`config.mk`:
```
export PLATFORM = sky130hd
export DESIGN_NAME = eh2_dec_trigger_csr
export DESIGN_NICKNAME = d
export VERILOG_FILES = /design/src/rtl/eh2_dec_trigger_csr.sv
export SDC_FILE = /design/constraint.sdc
export NUM_CORES = 1
export LEC_CHECK = 0
export BUFFER_PORTS_ARGS = -buffer_cell sky130_fd_sc_hd__buf_2
export CAP_MARGIN = 20
export CELL_PAD_IN_SITES_DETAIL_PLACEMENT = 0
export CELL_PAD_IN_SITES_GLOBAL_PLACEMENT = 1
export CORE_MARGIN = 2
export CORE_UTILIZATION = 41
export DETAILED_ROUTE_END_ITERATION = 8
export MAX_ROUTING_LAYER = met4
export PLACE_DENSITY = 0.89
export SYNTH_ARGS = -nofsm -noshare
export SYNTH_HDL_FRONTEND = slang
export SYNTH_SLANG_ARGS = --single-unit
```
`constraint.sdc`:
```
create_clock -name clk_i -period 3.3 [get_ports clk_i]
set_clock_uncertainty 0.15 [all_clocks]
set_input_delay 0.165 -clock clk_i [delete_from_list [all_inputs] [get_ports clk_i]]
set_output_delay 0.165 -clock clk_i [all_outputs]
set_load 0.01 [all_outputs]
```
`src/rtl/eh2_dec_trigger_csr.sv`:
```
// eh2_dec_trigger_csr
//   Per-thread debug trigger CSR file (tselect / tdata1 / tdata2) for the TLU.
//   Holds four mcontrol-type triggers per thread and presents their stored
//   match controls to the decode trigger matcher every cycle.
//
// Ports
//   clk_i, rst_l_i            core clock, synchronous active-low reset
//   dec_csr_wen_i/wtid/waddr/wdata  CSR write port (0x7A0 tselect, 0x7A1 tdata1,
//                             0x7A2 tdata2); writes commit at the next edge
//   dec_csr_ren_i/rtid/raddr  CSR read port; data registered at the ren edge
//   dbg_mode_i                per-thread debug-mode flag
//   trigger_hit_i             per thread/trigger hit pulse, index t*4+i
//   trig_csr_rdata_o/rvalid_o registered read data and one-cycle valid
//   trigger_pkt_*_o           flattened trigger packet, entry t*4+i
//                             (tdata2 entry e lives at bits [e*32 +: 32])
//
// Configuration
//   RV_TRIGGER_CHAIN_EN  when defined, triggers 0 and 2 have a writable chain
//                        bit; otherwise chain is hardwired 0.
module eh2_dec_trigger_csr #(
    parameter int unsigned NUM_THREADS = 2
) (
    input  logic                          clk_i,
    input  logic                          rst_l_i,
    input  logic                          dec_csr_wen_i,
    input  logic                          dec_csr_wtid_i,
    input  logic [11:0]                   dec_csr_waddr_i,
    input  logic [31:0]                   dec_csr_wdata_i,
    input  logic                          dec_csr_ren_i,
    input  logic                          dec_csr_rtid_i,
    input  logic [11:0]                   dec_csr_raddr_i,
    input  logic [NUM_THREADS-1:0]        dbg_mode_i,
    input  logic [NUM_THREADS*4-1:0]      trigger_hit_i,
    output logic [31:0]                   trig_csr_rdata_o,
    output logic                          trig_csr_rvalid_o,
    output logic [NUM_THREADS*4-1:0]      trigger_pkt_select_o,
    output logic [NUM_THREADS*4-1:0]      trigger_pkt_match_o,
    output logic [NUM_THREADS*4-1:0]      trigger_pkt_store_o,
    output logic [NUM_THREADS*4-1:0]      trigger_pkt_load_o,
    output logic [NUM_THREADS*4-1:0]      trigger_pkt_execute_o,
    output logic [NUM_THREADS*4-1:0]      trigger_pkt_m_o,
    output logic [NUM_THREADS*4*32-1:0]   trigger_pkt_tdata2_o
);

    localparam int unsigned NumTrig = 4;
    localparam int unsigned NumEnt  = NUM_THREADS * NumTrig;
    localparam int unsigned IdxW    = $clog2(NumEnt);

    localparam logic [11:0] AddrTselect = 12'h7A0;
    localparam logic [11:0] AddrTdata1  = 12'h7A1;
    localparam logic [11:0] AddrTdata2  = 12'h7A2;

    logic [NUM_THREADS-1:0][1:0] tselect_q, tselect_d;
    logic [NumEnt-1:0] dmode_q, dmode_d, hit_q, hit_d, select_q, select_d;
    logic [NumEnt-1:0] action_q, action_d, chain_q, chain_d, match_q, match_d;
    logic [NumEnt-1:0] m_q, m_d, execute_q, execute_d, store_q, store_d;
    logic [NumEnt-1:0] load_q, load_d;
    logic [NumEnt-1:0][31:0] tdata2_q, tdata2_d;
    logic [31:0] rdata_q, rdata_d;
    logic        rvalid_q, rvalid_d;

    logic [IdxW-1:0] widx, ridx, nidx;
    logic            wr_dbg, wr_lock, wr_tsel, wr_t1, wr_t2, chain_blk;
    logic [31:0]     t1_rd, rd_val;

    // Write-side decode: tdata accesses target the thread's selected trigger.
    always_comb begin
        widx      = IdxW'({dec_csr_wtid_i, tselect_q[dec_csr_wtid_i]});
        nidx      = widx | IdxW'(1);  // partner trigger of an even-numbered one
        wr_dbg    = dbg_mode_i[dec_csr_wtid_i];
        wr_lock   = dmode_q[widx] & ~wr_dbg;
        chain_blk = dmode_q[nidx] & ~wr_dbg;
        wr_tsel   = dec_csr_wen_i & (dec_csr_waddr_i == AddrTselect) &
                    (dec_csr_wdata_i[31:2] == 30'd0);
        wr_t1     = dec_csr_wen_i & (dec_csr_waddr_i == AddrTdata1) & ~wr_lock;
        wr_t2     = dec_csr_wen_i & (dec_csr_waddr_i == AddrTdata2) & ~wr_lock;
    end

    always_comb begin
        tselect_d = tselect_q;
        dmode_d   = dmode_q;
        select_d  = select_q;
        action_d  = action_q;
        chain_d   = chain_q;
        match_d   = match_q;
        m_d       = m_q;
        execute_d = execute_q;
        store_d   = store_q;
        load_d    = load_q;
        tdata2_d  = tdata2_q;
        hit_d     = hit_q | trigger_hit_i;

        if (wr_tsel) begin
            tselect_d[dec_csr_wtid_i] = dec_csr_wdata_i[1:0];
        end

        for (int unsigned e = 0; e < NumEnt; e++) begin
            if (wr_t1 && (widx == IdxW'(e))) begin
                dmode_d[e]   = dec_csr_wdata_i[27] & wr_dbg;
                // A same-cycle hit pulse must not be lost to a software write.
                hit_d[e]     = dec_csr_wdata_i[20] | trigger_hit_i[e];
                select_d[e]  = dec_csr_wdata_i[19];
                action_d[e]  = (dec_csr_wdata_i[15:12] == 4'd1);
`ifdef RV_TRIGGER_CHAIN_EN
                chain_d[e]   = ((e % 2) == 0) & dec_csr_wdata_i[11] & ~chain_blk;
`else
                chain_d[e]   = 1'b0;
`endif
                match_d[e]   = dec_csr_wdata_i[7];
                m_d[e]       = dec_csr_wdata_i[6];
                execute_d[e] = dec_csr_wdata_i[2];
                store_d[e]   = dec_csr_wdata_i[1];
                load_d[e]    = dec_csr_wdata_i[0];
            end
            if (wr_t2 && (widx == IdxW'(e))) begin
                tdata2_d[e] = dec_csr_wdata_i;
            end
        end
    end

    // Read mux samples pre-write state, so a same-cycle write is not visible.
    always_comb begin
        ridx  = IdxW'({dec_csr_rtid_i, tselect_q[dec_csr_rtid_i]});
        t1_rd = {4'h2, dmode_q[ridx], 6'd31, hit_q[ridx], select_q[ridx], 1'b0,
                 2'b00, 3'b000, action_q[ridx], chain_q[ridx], 3'b000, match_q[ridx],
                 m_q[ridx], 3'b000, execute_q[ridx], store_q[ridx], load_q[ridx]};
        unique case (dec_csr_raddr_i)
            AddrTselect: rd_val = {30'd0, tselect_q[dec_csr_rtid_i]};
            AddrTdata1:  rd_val = t1_rd;
            AddrTdata2:  rd_val = tdata2_q[ridx];
            default:     rd_val = 32'd0;
        endcase
        rvalid_d = dec_csr_ren_i;
        rdata_d  = dec_csr_ren_i ? rd_val : rdata_q;
    end

    always_ff @(posedge clk_i) begin
        if (!rst_l_i) begin
            tselect_q <= '0;
            dmode_q   <= '0;
            hit_q     <= '0;
            select_q  <= '0;
            action_q  <= '0;
            chain_q   <= '0;
            match_q   <= '0;
            m_q       <= '0;
            execute_q <= '0;
            store_q   <= '0;
            load_q    <= '0;
            tdata2_q  <= '0;
            rdata_q   <= '0;
            rvalid_q  <= 1'b0;
        end else begin
            tselect_q <= tselect_d;
            dmode_q   <= dmode_d;
            hit_q     <= hit_d;
            select_q  <= select_d;
            action_q  <= action_d;
            chain_q   <= chain_d;
            match_q   <= match_d;
            m_q       <= m_d;
            execute_q <= execute_d;
            store_q   <= store_d;
            load_q    <= load_d;
            tdata2_q  <= tdata2_d;
            rdata_q   <= rdata_d;
            rvalid_q  <= rvalid_d;
        end
    end

    // Machine-mode match is suppressed in debug mode so nothing fires there.
    always_comb begin
        for (int unsigned t = 0; t < NUM_THREADS; t++) begin
            for (int unsigned i = 0; i < NumTrig; i++) begin
                trigger_pkt_m_o[t*NumTrig+i] = m_q[t*NumTrig+i] & ~dbg_mode_i[t];
            end
        end
    end

    assign trig_csr_rdata_o      = rdata_q;
    assign trig_csr_rvalid_o     = rvalid_q;
    assign trigger_pkt_select_o  = select_q;
    assign trigger_pkt_match_o   = match_q;
    assign trigger_pkt_store_o   = store_q;
    assign trigger_pkt_load_o    = load_q;
    assign trigger_pkt_execute_o = execute_q;
    assign trigger_pkt_tdata2_o  = tdata2_q;

endmodule

```
==> summary.md, run 1 <==
| Metric | Value |
|---|---|
| Status | `complete, no violations` |
| Startpoint Class | `flip-flop` |
| Critical path required time | `between 3 and 4 ns` |
| Asr flop ratio synth | `0` |
| Initial Utilization | `0.413` |
| Reg-to-Reg Start | `tselect_q[2]` |
| R2R depth | `7` |
| Synth unique cells | `52` |
| Commonest non-fill, non-tap cell in the layout | `buf_2` |
| Max-cap violations | `0` |
| Critical path peak fanout | `54` |
| Inserted Clock Buffers | `40` |
| Via Count | `15,900` |
| H-tree level count | `2` |
| Buffers on Ports | `408` |
| Worst-Margin Slew | `0.951 ns` |
| Endpoint class of the critical path | `flip-flop` |
| Row count | `74` |
| First-pass GRT wire length | `96,500 microns` |
| Post-CTS setup buffers | `0` |
| Yosys warns | `0` |
| Post-layout net count | `2,157` |
| CTS tree | `done` |
| Setup TNS | `0 ns` |
| Routed Wire Length | `66,800 microns` |
| Mean post-synth cell area | `between 9 and 10 sq um` |
| Peak supply drop | `0.000269 V` |
| Endpoints failing setup | `0` |
| Hold Path Origin | `dec_csr_raddr_i[10]` |
| Root Buffer | `clkbuf_16` |
| Most frequent cells in the layout | `407 x buf_2, 365 x dfxtp_1, 226 x nand2_1` |
| Number of flops mapped to enable cells by yosys | `0` |
| Leakage | `~9.6 nW` |
| IO Count | `409` |
| Net Count, Synth | `1,777` |
| Cell Count, Final, Fillers Out | `approximately 2,600` |
| Area Overhead vs Synth | `25.6%` |
| Clk slew on worst S/H paths | `0.06 ns` |
| Worst Hold Depth | `5` |
| Detail Route Antenna Nets | `0` |
| Hold WC Path Type | `input pin to flip-flop` |
| RSZ-0062 raised after global routing | `no` |
| CP arrival | `3.36 ns` |
| Relative slew margins | `0.366` |
| Drt wl/cell | `25.2 microns` |
| Largest net degree at the start of global routing | `approximately 170` |
| GR Util All Layers | `0.312` |
| DRT iter0 DRCs | `1,809` |
| #FFs+latches synth | `365` |
| Post-synthesis sequential area ratio | `0.437` |
| Initial antenna violation count | `2` |
| Post-Synthesis Cells | `1,705` |
| Die Ht | `206 microns` |
| Routability cong. | `0.935` |
| Sink Count | `365` |
| Die W | `206 microns` |
| Die area | `0.0424 sq mm` |
| WS Path Type | `flip-flop to flip-flop` |
| Highest clock rate | `326 MHz` |
| Vias per cell | `approximately 6.0` |
| Period minus WS final | `3.07 ns` |
| Netlist Area Pre-Place | `around 0.017 sq mm` |
| Total congestion overflow | `0` |
| Hold Fails Final Rpt | `0` |
| Pwr Density | `~450 mW/mm^2` |
| Clock Tree Buf Depth | `3` |
| Vias in the first global route | `between 10,000 and 15,000` |
| Max-slew violation count | `0` |
| Hold path endpoint | `trig_csr_rdata_o[1]` |
| Post-synth top flop | `dfxtp_1` |
| Reg2reg end | `hit_q[3]` |
| Period utilisation layout | `0.930` |
| Residual DRC count | `0` |
| TritonRoute pass-1 iters | `7` |
| R2r setup slk | `0.23 ns` |
| Worst skew pair latency | `0.56 ns` |
| Placed Instances | `~2,500` |
| DPL Wire Length | `46,900 microns` |
| Share of layout cells above drive strength 1 | `0.308` |
| CORE AREA | `0.0406 sq mm` |
-- worst max-delay path by stage --
stage / startpoint / end / slack (ns) / depth (start not counted)
after CTS: tselect_q[2] / hit_q[0] / 0.29 / 7
after global routing: tselect_q[2] / hit_q[3] / 0.11 / 7
after global placement: dec_csr_rtid_i / trig_csr_rdata_o[19] / 0.50 / 7
after detailed placement: dec_csr_rtid_i / trig_csr_rdata_o[19] / 0.49 / 7
final: tselect_q[2] / hit_q[3] / 0.23 / 7
after floorplan: tselect_q[0] / trig_csr_rdata_o[2] / 0.94 / 7
-- layer usage --
layer,part of all wire,global-route usage
met5,0,-
met4,0.046,0.128
met3,0.10,0.0694
met2,0.44,0.462
met1,0.41,0.412
-- critical path, stage by stage (launching register included) --
cell	delay [ns]
dfxtp_1	0.73
and3b_1	0.32
o21a_1	0.28
o21ai_4	0.26
buf_12	0.32
a31oi_1	0.13
o21a_1	0.20
dlygate4sd3_1	0.55
-- metrics by stage --
step	area (sq um)	util	setup WS (ns)	hold slack [ns]	power, W
finish	21000	0.518	0.230	0.0251	0.00947
global route	21000	0.518	0.108	0.0557	0.00969
CTS	21000	0.518	0.289	0.000643	0.00949
detailed placement	19200	0.473	0.489	0.290	0.00488
global placement	19200	0.473	0.502	0.281	0.00487
floorplan	16700	-	0.937	0.116	0.00470
-- cell usage after synthesis (3+ instances only) --
cell,count,area share
nor2_1,11,0.0025
inv_1,6,0.0013
nand3_2,6,0.0036
clkbuf_1,108,0.024
a21oi_2,10,0.0052
nand4b_1,3,0.0016
o211ai_1,31,0.014
buf_2,17,0.0051
a21oi_1,156,0.047
a31oi_1,10,0.0037
nor4_1,12,0.0045
nand3_1,115,0.034
buf_4,17,0.0076
nand4_1,10,0.0037
nand2_1,226,0.051
buf_8,3,0.0027
o21ai_1,9,0.0027
a41o_1,4,0.0024
mux2i_1,202,0.12
a22oi_1,6,0.0027
mux4_2,79,0.11
nand2b_1,5,0.0019
nor2b_1,10,0.0037
o21a_1,6,0.0027
dfxtp_1,365,0.44
nor3_1,4,0.0012
o211ai_2,10,0.0075
a211oi_1,4,0.0018
buf_6,17,0.011
o21ai_0,191,0.057
mux2_2,11,0.0074
and2_1,10,0.0037
buf_1,5,0.0011
-- layout make-up --
type / instances / area (sq um)
fill: 3676 / 19500
timing repair buffer: 505 / 3090
clock inverter: 10 / 140
sequential: 365 / 7310
inverter: 7 / 28.8
antenna: 1 / 2.50
clock buffer: 61 / 1210
multi-input combinational: 1166 / 8580
tap: 532 / 666
-- cells by family after synthesis --
logic type	share of synthesized area
and+or+nand+nor	0.123
AOI/OAI and AO/OA	0.151
muxes	0.236
DFF	0.437
buffers and inverters	0.0538
-- power breakdown --
group	total [W]	switching, W	internal (W)
clock network	0.00463	0.00187	0.00277
logic	0.000417	0.000291	0.000126
registers	0.00442	0.00000545	0.00441
total	0.00947	0.00216	0.00731
-- state kept, by name, indices dropped and copies added (netlist names) --
signal,flops
trigger_pkt_select_o,8
trigger_pkt_match_o,8
m_q,8
hit_q,8
trigger_pkt_execute_o,8
trigger_pkt_load_o,8
trig_csr_rdata_o,32
trigger_pkt_tdata2_o,256
action_q,8
tselect_q,4
trigger_pkt_store_o,8
trig_csr_rvalid_o,1
dmode_q,8
-- what timing repair did --
action / CTS / global route
hold endpoints to repair: 290 / 0
resized for setup: 0 / 0
hold buffers: 49 / 0
Note: power is estimated with default switching activity, not from simulation.
==> run 2, diff against run 1 <==
--- a/config.mk
+++ b/config.mk
@@ -12,6 +12,7 @@
 export CORE_MARGIN = 2
 export CORE_UTILIZATION = 41
 export DETAILED_ROUTE_END_ITERATION = 8
+export HOLD_SLACK_MARGIN = 0.05
 export MAX_ROUTING_LAYER = met4
 export PLACE_DENSITY = 0.89
 export SYNTH_ARGS = -nofsm -noshare
==> constraint.sdc (replaced) <==
create_clock -name clk_i -period 3.4 [get_ports clk_i]
set_clock_uncertainty 0.15 [all_clocks]
set_input_delay 0.17 -clock clk_i [delete_from_list [all_inputs] [get_ports clk_i]]
set_output_delay 0.17 -clock clk_i [all_outputs]
set_load 0.01 [all_outputs]
==> run 2 against run 1 <==
Critical path type unchanged; critical endpoint is now hit_q[7]; die area unchanged; setup slack got worse by 0.031 ns; non-clock buffer count decreased by 4; largest cell class unchanged.
==> summary.md, run 2 (synthesized netlist as in run 1, its figures left out) <==
| Metric | Value |
|---|---|
| Max-slew violation count | `0 (unchanged)` |
| Inserted Clock Buffers | `40 (unchanged)` |
| R2R depth | `7 (unchanged)` |
| Post-route cell area | `0.0211 sq mm (+0.31%)` |
| Residual DRC count | `0 (unchanged)` |
| Commonest non-fill, non-tap cell in the layout | `buf_2` |
| Area Overhead vs Synth | `26.0%` |
| Die W | `206 microns (unchanged)` |
| Routed Wire Length | `66,100 microns (-1.1%)` |
| CORE AREA | `0.0406 sq mm (unchanged)` |
| Buffers on Ports | `408 (unchanged)` |
| Initial Utilization | `0.413 (unchanged)` |
| Worst skew pair latency | `0.55 ns (about the same)` |
| Routability cong. | `0.915 (-2.2%)` |
| Total power | `0.00961 W (+1.5%)` |
| Post-layout net count | `2,153 (-0.19%)` |
| CP arrival | `3.55 ns (+0.19 ns)` |
| Relative slew margins | `0.363 (-0.00327)` |
| Max-cap violations | `0 (unchanged)` |
| Most frequent cells in the layout | `407 x buf_2, 365 x dfxtp_1, 226 x nand2_1` |
| Die area | `0.0424 sq mm (unchanged)` |
| Routed length on met2 | `29,100 microns (-1.6%)` |
| Hold path endpoint | `tselect_q[2]` |
| Post-CTS setup buffers | `0 (unchanged)` |
| Detail Route Antenna Nets | `0 (unchanged)` |
| Placed Area | `0.0191 sq mm (-0.35%)` |
| Startpoint Class | `flip-flop` |
| Critical path peak fanout | `41 (-24%)` |
| Vias per cell | `6.02 (+0.28%)` |
| Via Count | `15,900 (+0.094%)` |
| WS Path Type | `flip-flop to flip-flop` |
| WL met3 | `5990 microns (-14%)` |
| Critical path required time | `3.75 ns (+0.16 ns)` |
| Worst Hold Depth | `6 (+1)` |
| Endpoint class of the critical path | `flip-flop` |
| Root Buffer | `clkbuf_16` |
| Hold Fails Final Rpt | `0 (unchanged)` |
| M1 WL | `28,400 microns (+4.4%)` |
| Endpoints failing setup | `0 (unchanged)` |
| Slowest-stage cell, CP | `dfxtp_1` |
| First-pass GRT wire length | `95,600 microns (-0.91%)` |
| TritonRoute pass-1 iters | `5 (-2)` |
| Fill cells | `3,686 (+0.27%)` |
| Highest clock rate | `312 MHz (-4.1%)` |
| Initial antenna violation count | `2 (unchanged)` |
| Sink Count | `365 (unchanged)` |
| Clock Tree Buf Depth | `3 (unchanged)` |
| Row count | `74 (unchanged)` |
| Clk slew on worst S/H paths | `0.06 ns (about the same)` |
| Status | `complete, no violations` |
| DRT iter0 DRCs | `1,697 (-6.2%)` |
| Largest net degree at the start of global routing | `169 (unchanged)` |
| GR Util All Layers | `0.308 (-0.00413)` |
| Total congestion overflow | `0 (unchanged)` |
| Reg2reg end | `hit_q[7]` |
| H-tree level count | `2 (unchanged)` |
| CTS tree | `done` |
| Vias in the first global route | `14,800 (-1.0%)` |
| Max layer used | `met4` |
| Hold WC Path Type | `input pin to flip-flop` |
| RSZ-0062 raised after global routing | `no` |
| Die Ht | `206 microns (unchanged)` |
| CP Cell Sequence | `nor3b_4 -> o21a_1 -> o211a_1 -> buf_4 -> o21ai_0 -> a31oi_1 -> dlygate4sd3_1` |
| Peak supply drop | `0.000261 V (-3.0%)` |
| Reg-to-Reg Start | `tselect_q[1]` |
| Pwr Density | `456 mW/mm^2 (+1.2%)` |
| Top delay family on crit path | `buffers and inverters` |
| Drt wl/cell | `25.0 microns (-0.90%)` |
| CP peak stage delay | `0.66 ns (-0.07 ns)` |
| WP buf/inv | `2 (unchanged)` |
| Share of layout cells above drive strength 1 | `0.309 (+0.000403)` |
| DPL Wire Length | `45,900 microns (-2.0%)` |
| Worst-Margin Slew | `0.956 ns (+0.00491 ns)` |
| Leakage | `9.62 nW (+0.41%)` |
| R2r setup slk | `0.20 ns (-0.03 ns)` |
| Period minus WS final | `3.20 ns (+0.131 ns)` |
| Setup TNS | `0 ns (unchanged)` |
| IO Count | `409 (unchanged)` |
| Largest register FFs | `256 (unchanged)` |
| Period utilisation layout | `0.941 (+0.0112)` |
| Hold Path Origin | `dec_csr_waddr_i[0]` |
==> run 2: repair_timing <==
item,CTS,global route
hold buffers,49,0
endpoints found under the hold margin,287,0
setup endpoints to repair,0,1
gates resized for setup,0,1
==> run 2: worst reg2reg max path, cell delays in order (launching register included) <==
cell           delay (ns)
dfxtp_1              0.66
nor3b_4              0.49
o21a_1               0.35
o211a_1              0.18
buf_4                0.41
o21ai_0              0.19
a31oi_1              0.17
dlygate4sd3_1        0.57
==> run 2: layout make-up <==
cell class / count / area, sq um / area share
Antenna cell: 2 / 5.00 / 0.000237
Clock buffer: 52 / 1140 / 0.0539
Clock inverter: 17 / 338 / 0.0160
Inverter: 7 / 28.8 / 0.00136
Multi-Input combinational cell: 1166 / 8590 / 0.407
Sequential cell: 365 / 7310 / 0.347
Tap cell: 532 / 666 / 0.0316
Timing Repair Buffer: 501 / 3020 / 0.143
==> run 2: per-stage QoR <==
| stage | std cells | util | worst slack, ns | hold WS [ns] |
|---|---|---|---|---|
| floorplan | 1705 | - | 1.04 | 0.121 |
| global placement | 2522 | 0.471 | 0.647 | 0.278 |
| detailed placement | 2522 | 0.471 | 0.545 | 0.282 |
| CTS | 2640 | 0.520 | 0.170 | 0.0829 |
| global route | 2642 | 0.520 | 0.0953 | 0.138 |
| finish | 2642 | 0.520 | 0.199 | 0.103 |
==> run 2: how the worst max path moves through the flow <==
stage | start | endpoint | cells past startpoint
detailed placement | tselect_q[2] | trigger_pkt_tdata2_o[44] | 6
global route | tselect_q[1] | hit_q[7] | 7
global placement | tselect_q[2] | trigger_pkt_tdata2_o[44] | 6
floorplan | tselect_q[0] | trig_csr_rdata_o[2] | 7
finish | tselect_q[1] | hit_q[7] | 7
CTS | tselect_q[1] | hit_q[7] | 7
==> run 2: report_power, final <==
group / switching [W] / internal [W] / total, W
registers: 0.00000495 / 0.00428 / 0.00429
clock network: 0.00181 / 0.00311 / 0.00492
logic: 0.000280 / 0.000121 / 0.000401
total: 0.00210 / 0.00751 / 0.00961
==> run 2: per-layer routing <==
layer,GRT usage,vias to the layer above
met3,0.0615,142
met2,0.446,899
met5,-,-
li1,-,6960
met1,0.423,7908
met4,0.116,0
